File: config.mk
export PLATFORM = sky130hd
export DESIGN_NAME = mba_sram_port_arb
export DESIGN_NICKNAME = d
export VERILOG_FILES = /design/src/rtl/mba_sram_port_arb.sv
export SDC_FILE = /design/constraint.sdc
export NUM_CORES = 1
export LEC_CHECK = 0
export BUFFER_PORTS_ARGS = -buffer_cell sky130_fd_sc_hd__buf_2
export CAP_MARGIN = 0
export CORE_AREA = 3 3 106 108
export CTS_CLUSTER_SIZE = 28
export DETAILED_ROUTE_END_ITERATION = 10
export DIE_AREA = 0 0 109 111
export GPL_TIMING_DRIVEN = 0
export HOLD_SLACK_MARGIN = 0.03
export PLACE_DENSITY_LB_ADDON = 0.3
export SLEW_MARGIN = 20
export SYNTH_ARGS = -nofsm -noshare
export SYNTH_HDL_FRONTEND = slang
export SYNTH_SLANG_ARGS = --single-unit
File: constraint.sdc
create_clock -name clk -period 1.4 [get_ports clk]
set_input_delay 0.21 -clock clk [delete_from_list [all_inputs] [get_ports clk]]
set_output_delay 0.21 -clock clk [all_outputs]
set_load 0.01 [all_outputs]
File: src/rtl/mba_sram_port_arb.sv
// Two-requester arbiter for the single RW port of the 1rw1r SRAM macro.
// Data port has priority; a starvation counter forces instruction fetch through.
module mba_sram_port_arb #(
  parameter int ADDR_WIDTH = 15,
  parameter int DATA_WIDTH = 32,
  parameter int MAX_WAIT   = 4
) (
  input  logic                  clk,
  input  logic                  rstn_i,
  input  logic                  instr_req_i,
  output logic                  instr_gnt_o,
  input  logic [ADDR_WIDTH-1:0] instr_addr_i,
  output logic                  instr_rvalid_o,
  output logic [DATA_WIDTH-1:0] instr_rdata_o,
  input  logic                  data_req_i,
  output logic                  data_gnt_o,
  input  logic                  data_we_i,
  input  logic [3:0]            data_be_i,
  input  logic [ADDR_WIDTH-1:0] data_addr_i,
  input  logic [DATA_WIDTH-1:0] data_wdata_i,
  output logic                  data_rvalid_o,
  output logic [DATA_WIDTH-1:0] data_rdata_o,
  output logic                  mba_mem_csb0_o,
  output logic                  mba_mem_web0_o,
  output logic [3:0]            mba_mem_wmask0_o,
  output logic [31:0]           mba_mem_addr0_o,
  output logic [31:0]           mba_mem_din0_o,
  input  logic [31:0]           mba_mem_dout0_i,
  output logic                  mba_mem_csb1_o,
  output logic [31:0]           mba_mem_addr1_o,
  output logic                  starve_o
);

  // Handshake: a requester raises req with stable attributes and holds them
  // until gnt, which is combinational in that same cycle; the response
  // (rvalid/rdata) follows exactly one cycle after the gnt.

  typedef enum logic [1:0] {
    OWN_NONE  = 2'd0,
    OWN_INSTR = 2'd1,
    OWN_DATA  = 2'd2
  } owner_t;

  localparam logic [3:0] MAX_CNT = 4'(MAX_WAIT);

  logic [3:0]            starve_cnt;
  owner_t                rsp_owner;
  logic                  rsp_we;
  logic                  instr_win;
  logic                  data_win;
  logic [ADDR_WIDTH-3:0] instr_word;
  logic [ADDR_WIDTH-3:0] data_word;
  logic                  unused_addr_bits;

  assign instr_word       = instr_addr_i[ADDR_WIDTH-1:2];
  assign data_word        = data_addr_i[ADDR_WIDTH-1:2];
  assign unused_addr_bits = ^{instr_addr_i[1:0], data_addr_i[1:0]};

  // Requests are masked while reset is held so nothing reaches the macro.
  always_comb begin
    data_win  = rstn_i && data_req_i && (starve_cnt < MAX_CNT);
    instr_win = rstn_i && instr_req_i && (!data_req_i || (starve_cnt == MAX_CNT));
  end

  assign instr_gnt_o = instr_win;
  assign data_gnt_o  = data_win;
  assign starve_o    = instr_win && data_req_i;

  always_comb begin
    mba_mem_csb0_o   = 1'b1;
    mba_mem_web0_o   = 1'b1;
    mba_mem_wmask0_o = 4'b0000;
    mba_mem_addr0_o  = 32'd0;
    mba_mem_din0_o   = 32'd0;
    if (instr_win) begin
      mba_mem_csb0_o  = 1'b0;
      mba_mem_addr0_o = 32'(instr_word);
    end else if (data_win) begin
      mba_mem_csb0_o   = 1'b0;
      mba_mem_web0_o   = ~data_we_i;
      mba_mem_wmask0_o = data_be_i;
      mba_mem_addr0_o  = 32'(data_word);
      mba_mem_din0_o   = data_wdata_i;
    end
  end

  assign mba_mem_csb1_o  = 1'b1;
  assign mba_mem_addr1_o = 32'd0;

  always_ff @(posedge clk or negedge rstn_i) begin
    if (!rstn_i) begin
      starve_cnt <= 4'd0;
      rsp_owner  <= OWN_NONE;
      rsp_we     <= 1'b0;
    end else begin
      if (instr_win || !instr_req_i) begin
        starve_cnt <= 4'd0;
      end else if (starve_cnt < MAX_CNT) begin
        starve_cnt <= starve_cnt + 4'd1;
      end
      if (instr_win) begin
        rsp_owner <= OWN_INSTR;
      end else if (data_win) begin
        rsp_owner <= OWN_DATA;
      end else begin
        rsp_owner <= OWN_NONE;
      end
      rsp_we <= data_win && data_we_i;
    end
  end

  // Write acks carry no data, so their rdata stays zero like the idle port.
  assign instr_rvalid_o = (rsp_owner == OWN_INSTR);
  assign data_rvalid_o  = (rsp_owner == OWN_DATA);
  assign instr_rdata_o  = instr_rvalid_o ? mba_mem_dout0_i : '0;
  assign data_rdata_o   = (data_rvalid_o && !rsp_we) ? mba_mem_dout0_i : '0;

endmodule

# After elaboration in Yosys (flattened, before gate mapping)

Index checks and enable logic that the tools add are counted.

Bits of input ports: 103
Flip-flop bits (word level): 7
Word-level logic and storage cells: 38
Output and inout bits: 172

Equal/unequal tests: 3
Reductions and logical operators: 13
Bitwise operators: 1
Mux-type cells: 16
Magnitude comparators: 1
Add/subtract/negate cells: 1

Operators by type and width:

| operator                                                              | number |
|---|---|
| 32-bit 2-to-1 mux                                                     | 4 |
| 13-bit 2-to-1 mux                                                     | 2 |
| 4-bit 2-to-1 mux                                                      | 4 |
| 1-bit logical AND                                                     | 7 |
| 4-bit by 1-bit adder with 4-bit output, second input constant         | 1 |
| 4-bit by 3-bit equality test with 1-bit output, second input constant | 1 |
| 4-bit by 3-bit < comparator with 1-bit output, second input constant  | 1 |
| 1-bit 2-to-1 mux                                                      | 4 |
| 2-bit 2-to-1 mux                                                      | 2 |
| 1-bit zero test                                                       | 3 |
| 2-bit by 1-bit equality test with 1-bit output, second input constant | 1 |
| 2-bit equality test, second input constant                            | 1 |
| 1-bit logical OR                                                      | 2 |
| 2-bit nonzero test                                                    | 1 |
| 1-bit inverter                                                        | 1 |

# Longest topological paths before layout

Depth in word-level cells: 5
Depth in mapped cells: 6
Gate-level depth less buffers: 5

# Least setup slack after synthesis

Ideal clock, no wire load.

Path kind: reg-to-output
Start point: register starve_cnt[0]
End point: output mba_mem_addr0_o[10]
Path slack: -0.027 ns
Path buffers: 1
Stages on the path, launching flop included: 7
Arrival time: 1.217 ns
Cell sequence: dfrtp_1 > inv_1 > ha_1 > nand3b_1 > a21oi_1 > buf_2 > a22o_1

Cells in the longest elaborated chain, start to end: 4
Elaborated cells on any way between the ends: 7

RTL lines:

| what                                           | line | RTL |
|---|---|---|
| start, declared                                | 46   | `logic [3:0] starve_cnt;` |
| start signal, assigned                         | 99   | `starve_cnt <= starve_cnt + 4'd1;` |
| 4-bit by 3-bit equality test with 1-bit output | 62   | `instr_win = rstn_i && instr_req_i && (!data_req_i \|\| (starve_cnt == MAX_CNT));` |
| 1-bit logical OR                               | 62   |  |
| 1-bit logical AND                              | 62   |  |
| via instr_gnt_o                                | 11   | `output logic instr_gnt_o,` |
| 13-bit 2-to-1 mux                              | 75   | `if (instr_win) begin` |
| end, declared                                  | 26   | `output logic [31:0] mba_mem_addr0_o,` |

The timed path passes the listed nets, and every way through them passes these cells.

# Worst setup path after layout

Start point: register starve_cnt[0]
End point: output mba_mem_addr0_o[11]

Cells in the longest elaborated chain, start to end: 4
Elaborated cells on any way between the ends: 7

RTL lines:

| what                                                                                                                   | line |
|---|---|
| 4-bit by 3-bit < comparator with 1-bit output / 4-bit by 3-bit equality test with 1-bit output (equally long branches) | 61, 62 |
| 1-bit logical AND / 1-bit logical OR (equally long branches)                                                           | 61, 62 |
| 13-bit 2-to-1 mux / 1-bit logical AND (equally long branches)                                                          | 78, 62 |
| 13-bit 2-to-1 mux (*)                                                                                                  | 75 |

Every way passes the cells marked *; elsewhere a longest branch is shown, timed or not.

==> out/summary.txt <==
Status: complete, but fails checks
Failing checks: setup timing
Clock skew: 5.61 ps
Final setup violation count: 123
DRT Pass-1 Iters: 3
Ranking of synthesized cells by area: and2_1, buf_4, dfrtp_1, a22o_1, buf_6
CTS tree: built
Critical Path, Cell by Cell: inv_1, ha_1, nand3b_1, a21oi_4, buf_6, a22o_1, buf_2
Top cells by count, synth: and2_1, buf_4, a22o_1
Skew-Pair Late Insertion Delay: 230 ps
EDFF count, synth: 0
CP arrival: 1580 ps
Largest net degree at the start of global routing: 11
Nets: 622
Crit path max fanout: 6
Most instantiated library cell after synthesis: and2_1
R2r startpoint: starve_cnt[0]
CTS Buf Count: 3
DRT iter0 DRCs: 62
Worst stage delay on the critical path: 380 ps
Gpl congestion: 0.810
Die H: 111 um
Core box area: 10300 um2
FMAX: 559 MHz
First-pass GRT wire length: 11700 um
Final wirelength: 8860 um
Hold endpoint: rsp_we
I/O pins: 275
ANT cells: 0
Synth cell types: 23
DP Wirelength: 6820 um
Via density: 3.62
Final period util: 1.28
Routed len/inst: 13.6 um
Clk slew on worst S/H paths: 40 ps
H-tree levels: 1
GRT Total Usage: 0.124
Reg-to-reg setup timing slack: -70 ps
Root buf cell: clkbuf_8
Worst Setup End Kind: output pin
Area leader, netlist: and2_1
Leakage: 0.00248 uW
Die Wd: 109 um
Gr ovfl total: 0
Hold Crit Depth: 2
FFs w/ async S/R, synth: 1.00
Place WS: -286 ps
Antenna violations before repair: 0
Kind of critical path: reg -> out
Port buffer count: 218
Post-Synthesis Cell Area: 1590 um2
Reg2Reg Capture Point: starve_cnt[0]
Synthesized instance count: 214
Final worst setup slack: -388 ps
Hold Startpoint: data_we_i
Delay-heaviest family, CP: flip-flops
Power Total: 1650 uW
Worst path slowest cell: dfrtp_1
Buffers and inverters on the worst path: 3
Number of global-route vias before repair: 2243
Die Area: 12100 um2
Yosys warnings: 0
Critical Path Start Type: flop
Post-route DRC: 0
Power density over the cells: 389 nW/um2
DRT antenna net count: 0
Max Slew Vio Count: 0
Count of final hold-check violations: 0
Initial core utilization: 0.154
Peak supply drop: 0.266 mV
Deepest clock path buffer count: 2
Share of layout cells above drive strength 1: 0.783
Rows: 37
Final TNS setup: -29280 ps
CTS Sinks: 7
Most used flip-flop cell after synthesis: dfrtp_1
Post-synth top area share: 0.402
Register-to-Register Path Depth: 8
Final min period: 1790 ps
Area growth syn-to-layout: 167%
# fillers: 1016
Mapped Avg Cell Area: 7.42 um2
Sequential cell area fraction in the yosys report: 0.110
Crit path launch: starve_cnt[0]
MaxCap Viol Count: 0
FF+latch count, synth: 7
Worst hold path type: in -> reg
RSZ-0062 raised after global routing: yes
DR vias: 2358
CP required: 1190 ps
state kept, by name, summed over array words and instances, names as in the netlist:
register and cells:
rsp_owner 2, rsp_we 1, starve_cnt 4
how the worst max path moves through the flow:
stage                                      to  depth (start not counted)
after CTS                  mba_mem_addr0_o[0]                          7
after global placement      instr_rdata_o[28]                          4
after global routing       mba_mem_addr0_o[9]                          7
final                     mba_mem_addr0_o[11]                          7
after floorplan            mba_mem_addr0_o[0]                          6
after detailed placement    instr_rdata_o[16]                          4
placed cells by master, fill, tap and decap left out, drive strengths merged:
| cell | instances |
|---|---|
| inv | 2 |
| o21ai | 1 |
| and2 | 102 |
| dfrtp | 7 |
| and2b | 2 |
| nor3b | 2 |
| a21oi | 1 |
| mux2i | 1 |
| ha | 2 |
| a22o | 13 |
| and3 | 2 |
| nand3b | 1 |
| nor2b | 2 |
| dlygate4sd3 | 1 |
| xnor2 | 1 |
| nand2 | 3 |
| conb | 52 |
| nor2 | 4 |
| buf | 312 |
| clkbuf | 5 |
stage by stage:
step                hold WS (ps)  area [um2]  utilization  instances
CTS                          229        3690        0.358        642
finish                       222        4240        0.410        652
detailed placement          76.5        3040        0.294        618
global placement            73.7        3040        0.294        618
global route                 241        4240        0.410        652
floorplan                  -85.6        1780            -        264
where the power goes:
| group | switching (uW) | internal (uW) |
|---|---|---|
| sequential | 8.80 | 216 |
| combinational | 461 | 669 |
| clock | 93.8 | 197 |
| total | 564 | 1080 |
metal layers:
metal,wire length [um],GRT usage
met5,0,0
met4,243,0.0497
met3,756,0.0192
met2,5240,0.263
met1,2620,0.109
final cells by class:
cell class,count,area [um2],share of cell area
timing repair buffer,251,1960,0.462
tap,136,170,0.0402
inverter,2,7.51,0.00177
sequential,7,175,0.0414
clock buffer,4,45.0,0.0106
multi-input combinational,189,1340,0.317
buffer,63,539,0.127
kinds of logic (layout without fill, tap and decap cells):
group	count (synthesis)	after routing	share of synthesized area
fa+ha+maj	2	2	0.0158
xor+xnor	1	1	0.00552
simple gates	118	118	0.466
other cells	2	52	0.00473
buf+inv	68	320	0.314
compound gates	15	15	0.0780
flops	7	7	0.110
mux	1	1	0.00630
what timing repair did:
item | CTS | global route
gates cloned | 8 | 2
endpoints found under the hold margin | 7 | 0
setup endpoints to repair | 119 | 123
resized for setup | 111 | 117
setup buffers | 12 | 11
pin swaps | 47 | 24
hold buffers | 1 | 0
No activity file was read; power rests on OpenSTA's default activity.
